## config.mk

```make
export PLATFORM = sky130hd
export DESIGN_NAME = demux_1to2_seq
export DESIGN_NICKNAME = d
export VERILOG_FILES = /design/src/rtl/demux_1to2_seq.sv
export SDC_FILE = /design/constraint.sdc
export NUM_CORES = 1
export LEC_CHECK = 0
export BUFFER_PORTS_ARGS = -buffer_cell sky130_fd_sc_hd__buf_2
export CAP_MARGIN = 20
export CELL_PAD_IN_SITES_DETAIL_PLACEMENT = 2
export CELL_PAD_IN_SITES_GLOBAL_PLACEMENT = 2
export CORE_ASPECT_RATIO = 0.75
export CORE_MARGIN = 1
export CORE_UTILIZATION = 37
export CTS_CLUSTER_DIAMETER = 200
export DETAILED_ROUTE_END_ITERATION = 6
export GPL_ROUTABILITY_DRIVEN = 0
export HOLD_SLACK_MARGIN = 0.08
export PLACE_DENSITY_LB_ADDON = 0.1
export SLEW_MARGIN = 10
export SYNTH_ARGS = -nofsm -noshare
export SYNTH_HDL_FRONTEND = slang
export SYNTH_SLANG_ARGS = --single-unit
```

## constraint.sdc

```tcl
create_clock -name clk -period 3.1 [get_ports clk]
set_input_delay 0.62 -clock clk [delete_from_list [all_inputs] [get_ports clk]]
set_output_delay 0.62 -clock clk [all_outputs]
set_load 0.05 [all_outputs]
```

## src/rtl/demux_1to2_seq.sv

```systemverilog
// demux_1to2_seq: registered 1-to-2 stream demux with per-lane FIFOs and saturating beat counters
module demux_1to2_seq #(
  parameter int WIDTH = 8,
  parameter int DEPTH = 2,
  parameter int CNT_W = 8
) (
  input  logic             clk,
  input  logic             rst,
  input  logic [WIDTH-1:0] in_data,
  input  logic             in_valid,
  input  logic             in_sel,
  input  logic             auto_mode,
  output logic             in_ready,
  output logic [WIDTH-1:0] out0_data,
  output logic             out0_valid,
  input  logic             out0_ready,
  output logic [WIDTH-1:0] out1_data,
  output logic             out1_valid,
  input  logic             out1_ready,
  output logic [CNT_W-1:0] cnt0,
  output logic [CNT_W-1:0] cnt1
);
  localparam int AW = $clog2(DEPTH);
  logic                  rr_ptr, tgt, acc;
  logic [1:0]            full, vld, rdy;
  logic [1:0][WIDTH-1:0] dat;
  logic [1:0][CNT_W-1:0] beats;
  assign tgt = auto_mode ? rr_ptr : in_sel;
  assign in_ready = !full[tgt];
  assign acc = in_valid && in_ready;
  assign rdy = {out1_ready, out0_ready};
  assign out0_data = dat[0];
  assign out1_data = dat[1];
  assign out0_valid = vld[0];
  assign out1_valid = vld[1];
  assign cnt0 = beats[0];
  assign cnt1 = beats[1];
  always_ff @(posedge clk or posedge rst)
    if (rst) rr_ptr <= 1'b0;
    else rr_ptr <= auto_mode ? rr_ptr ^ acc : 1'b0;
  for (genvar l = 0; l < 2; l++) begin : lane
    logic [WIDTH-1:0] mem [DEPTH];
    logic [AW-1:0]    wp, rp, rp_n;
    logic [AW:0]      occ, occ_n;
    logic [WIDTH-1:0] head;
    logic [CNT_W-1:0] bc;
    logic             push, pop;
    assign push = acc && (tgt == 1'(l));
    assign pop = vld[l] && rdy[l];
    assign rp_n = rp + AW'(pop);
    assign occ_n = occ + (AW+1)'(push) - (AW+1)'(pop);
    assign full[l] = occ == (AW+1)'(DEPTH);
    assign vld[l] = occ != '0;
    assign dat[l] = head;
    assign beats[l] = bc;
    always_ff @(posedge clk)
      if (push) mem[wp] <= in_data;
    always_ff @(posedge clk or posedge rst)
      if (rst) begin
        wp   <= '0;
        rp   <= '0;
        occ  <= '0;
        head <= '0;
        bc   <= '0;
      end else begin
        wp  <= wp + AW'(push);
        rp  <= rp_n;
        occ <= occ_n;
        // a beat written this cycle becomes head only when nothing older remains
        if (occ_n != '0) head <= (push && rp_n == wp) ? in_data : mem[rp_n];
        if (push && bc != '1) bc <= bc + 1'b1;
      end
  end
endmodule
```

==> flow_summary.yaml <==
status:
  outcome: "finished, violations left"
  violations: "DRC"
setup_path:
  path_delay_family: "multiplexers"
  cp.arrival_ns: 2.53
  setup.worst_path.class: "in2reg"
  startpoint_type: "input port"
  max_stage_delay_ns: 0.41
  cp_num_buf_inv: 1
  crit_chain: "buf_2, mux2i_1, nand3_1, xor2_1, ha_1, nor2b_1, mux2i_4, nor2_1, a21oi_1"
  cpMaxStageDelayCell: "mux2i_4"
  crit_fanout: 16
  required_ns: 3.35
  critPathCaptureType: "register"
routing:
  top_layer: "met4"
  wl_per_cell_um: 18.7
  antenna_left: 0
  vias: 2471
  dr_wl_met3_um: 271
  via_per_inst: 5.30
  first_pass_iters: 7
  met1Wirelength_mm: 4.28
  drc: 8
  route.met2.wl_mm: 4.09
  routed_wl_mm: 8.73
  drt_iter0_drc: 85
grt:
  grt.total_usage_pct: 20.2
  grt_pass1_wl_mm: 14.2
  antenna_found_initial: 0
  grt_pass1_vias: 2579
  grt_max_degree: 28
  grt_remaining_overflow: 0
timing:
  post-route-period-util_pct: 73.4
  finClkSkew_ns: 0.00748
  hold_viol_final: 0
  fmax_mhz: 439
  drv_slew: 0
  tightest_slew_ns: 0.811
  finalSetupViolations: 0
  rsz0062_at_grt: "no"
  period_needed_ns: 2.28
  finalWorstSetupSlack_ns: 0.823
  setup_tns_ns: 0
  maxSlewHeadroom_pct: 45.7
floorplanning:
  num_rows: 29
  fp.coreArea_um2: 8560
  die-area_um2: 9350
  initial_core_util_pct: 38.7
  die_height_um: 84.0
  io_pins: 50
  die_x_um: 111
pwr:
  p_leak_nw: 1.62
  worst_ir_drop_vdd_v: 0.000588
  p_per_area_nw_per_um2: 1260
clock_network:
  cts_buffers: 9
  cts_resized: 0
  path_clk_slew_ns: 0.05
  holdBufCountCts: 0
  cts_buffer_depth: 2
  cts.sink_count: 73
  worstSkewPairLatency_ns: 0.33
  htree_levels: 3
  post_cts_buffers: 0
  cts_root_buffer: "clkbuf_16"
  cts_tree: "built"
worst_hold_path:
  holdCritPathClass: "in2async"
synthesis:
  syn_inst: 292
  yosysSeqAreaShare_pct: 59.9
  ys_dominant_reg_cell: "dfrtp_1"
  ys.warnings.count: 0
  synth_seq_cells: 73
  synth.distinct_cells: 35
  syn_area_um2: 3320
  synth-edff-count: 32
  postSynthAreaPerCell_um2: 11.4
  syn-num-nets: 311
  async_reset_ff_share_pct: 56.2
place:
  hpwl_mm: 6.12
  pre_cts_slack_ns: 0.464
  dp_cells: 449
  port_buffers: 49
job:
  maxCapViolCount: 0
cells_and_area:
  drive_gt1_share_pct: 23.5
  n_antenna_cell: 0
  final_cell_mix: "buf_2 (49), nor2_1 (46), dfrtp_1 (41), edfxtp_1 (32), o21ai_0 (31)"
  finalCoreUtilization_pct: 46.6
  syn2layout_area_growth_pct: 20.4
  fin_cells: 466
  fin_nets: 372
  final_common_cell: "buf_2"
==> report_power, final <==
| group | total [W] | switching [W] | leakage [nW] | internal (W) |
|---|---|---|---|---|
| Sequential | 0.00159 | 0.000250 | 0.787 | 0.00134 |
| Clock | 0.000912 | 0.000376 | 0.124 | 0.000536 |
| Combinational | 0.00253 | 0.00176 | 0.710 | 0.000764 |
| Total | 0.00503 | 0.00239 | 1.62 | 0.00264 |
==> path summary, 6_finish.rpt <==
| path | from | endpoint | slack [ns] | cells after the start |
|---|---|---|---|---|
| worst max register to register | rr_ptr$_DFF_PP0_ | out0_data[6]$_DFFE_PP0P_ | 0.85 | 8 |
| min in group clk | cnt1[4]$_DFFE_PP0P_ | cnt1[4]$_DFFE_PP0P_ | 0.50 | 1 |
| worst min register to register | cnt1[4]$_DFFE_PP0P_ | cnt1[4]$_DFFE_PP0P_ | 0.50 | 1 |
| worst max-delay path | auto_mode | out0_data[6]$_DFFE_PP0P_ | 0.82 | 9 |
| max in group asynchronous | rst | out0_data[4]$_DFFE_PP0P_ | 2.20 | 4 |
| worst min-delay path | rst | cnt0[5]$_DFFE_PP0P_ | 0.23 | 2 |
==> per-layer routing <==
| metal | up-vias | global-route usage, % |
|---|---|---|
| li1 | 1163 | - |
| met1 | 1258 | 27.6 |
| met2 | 41 | 31.5 |
| met3 | 9 | 4.58 |
| met4 | 0 | 7.00 |
| met5 | - | 0 |
==> flip-flops by register name, indices dropped and copies added, names as in the netlist <==
| signal | flops |
|---|---|
| lane.occ | 4 |
| lane.mem | 32 |
| cnt0 | 8 |
| out1_data | 8 |
| cnt1 | 8 |
| rr_ptr | 1 |
| lane.rp | 2 |
| lane.wp | 2 |
| out0_data | 8 |
==> per-stage QoR <==
step                      area [um2]  hold slack, ns  power, W
after floorplan                 3320           0.519   0.00351
after global placement          3710           0.486   0.00403
after detailed placement        3710           0.488   0.00414
after CTS                       3970           0.422   0.00510
after global routing            3990           0.248   0.00536
final                           3990           0.228   0.00503
==> logic make-up (layout without fill, tap and decap cells) <==
family / count (synthesis) / count (layout) / synth area share [%]
buffers and inverters: 15 / 81 / 2.30
AOI/OAI and AO/OA: 64 / 64 / 11.6
muxes: 7 / 7 / 3.28
adders and majority gates: 4 / 4 / 1.51
DFF: 73 / 73 / 59.9
xor gates and xnor gates: 24 / 24 / 6.75
and+or+nand+nor: 105 / 105 / 14.6
==> cell usage after synthesis, types with 2 or more instances <==
cell type   n  area (um2)
clkbuf_1    2        7.51
o21ai_0    31         155
nand2_1     7        26.3
nand2b_1    3        18.8
mux2i_4     2        45.0
o22a_1      7        61.3
o211ai_1    3        22.5
ha_1        4        50.1
buf_6       2        22.5
a21oi_2     2        17.5
a31oi_1     3        18.8
nor3_1     17        85.1
buf_2       4        20.0
nor2b_1     4        25.0
and3_1      3        18.8
edfxtp_1   32         961
mux2i_2     2        27.5
nand3_1    14        70.1
nor2_1     46         173
inv_1       6        22.5
o21ai_1     2        10.0
dfrtp_1    41        1030
or2_2       3        18.8
nand4_1     7        43.8
xor2_1      8        70.1
xnor2_1    15         131
a21oi_1    14        70.1
==> layout make-up <==
class,instances,area (um2)
fillers,883,4570
flip-flops and latches,73,1990
clock inverters,4,21.3
well taps,108,135
multi-input cells,204,1250
inverters,7,26.3
clock buffers,12,236
repair buffers,58,333
No activity file was read; power rests on OpenSTA's default activity.
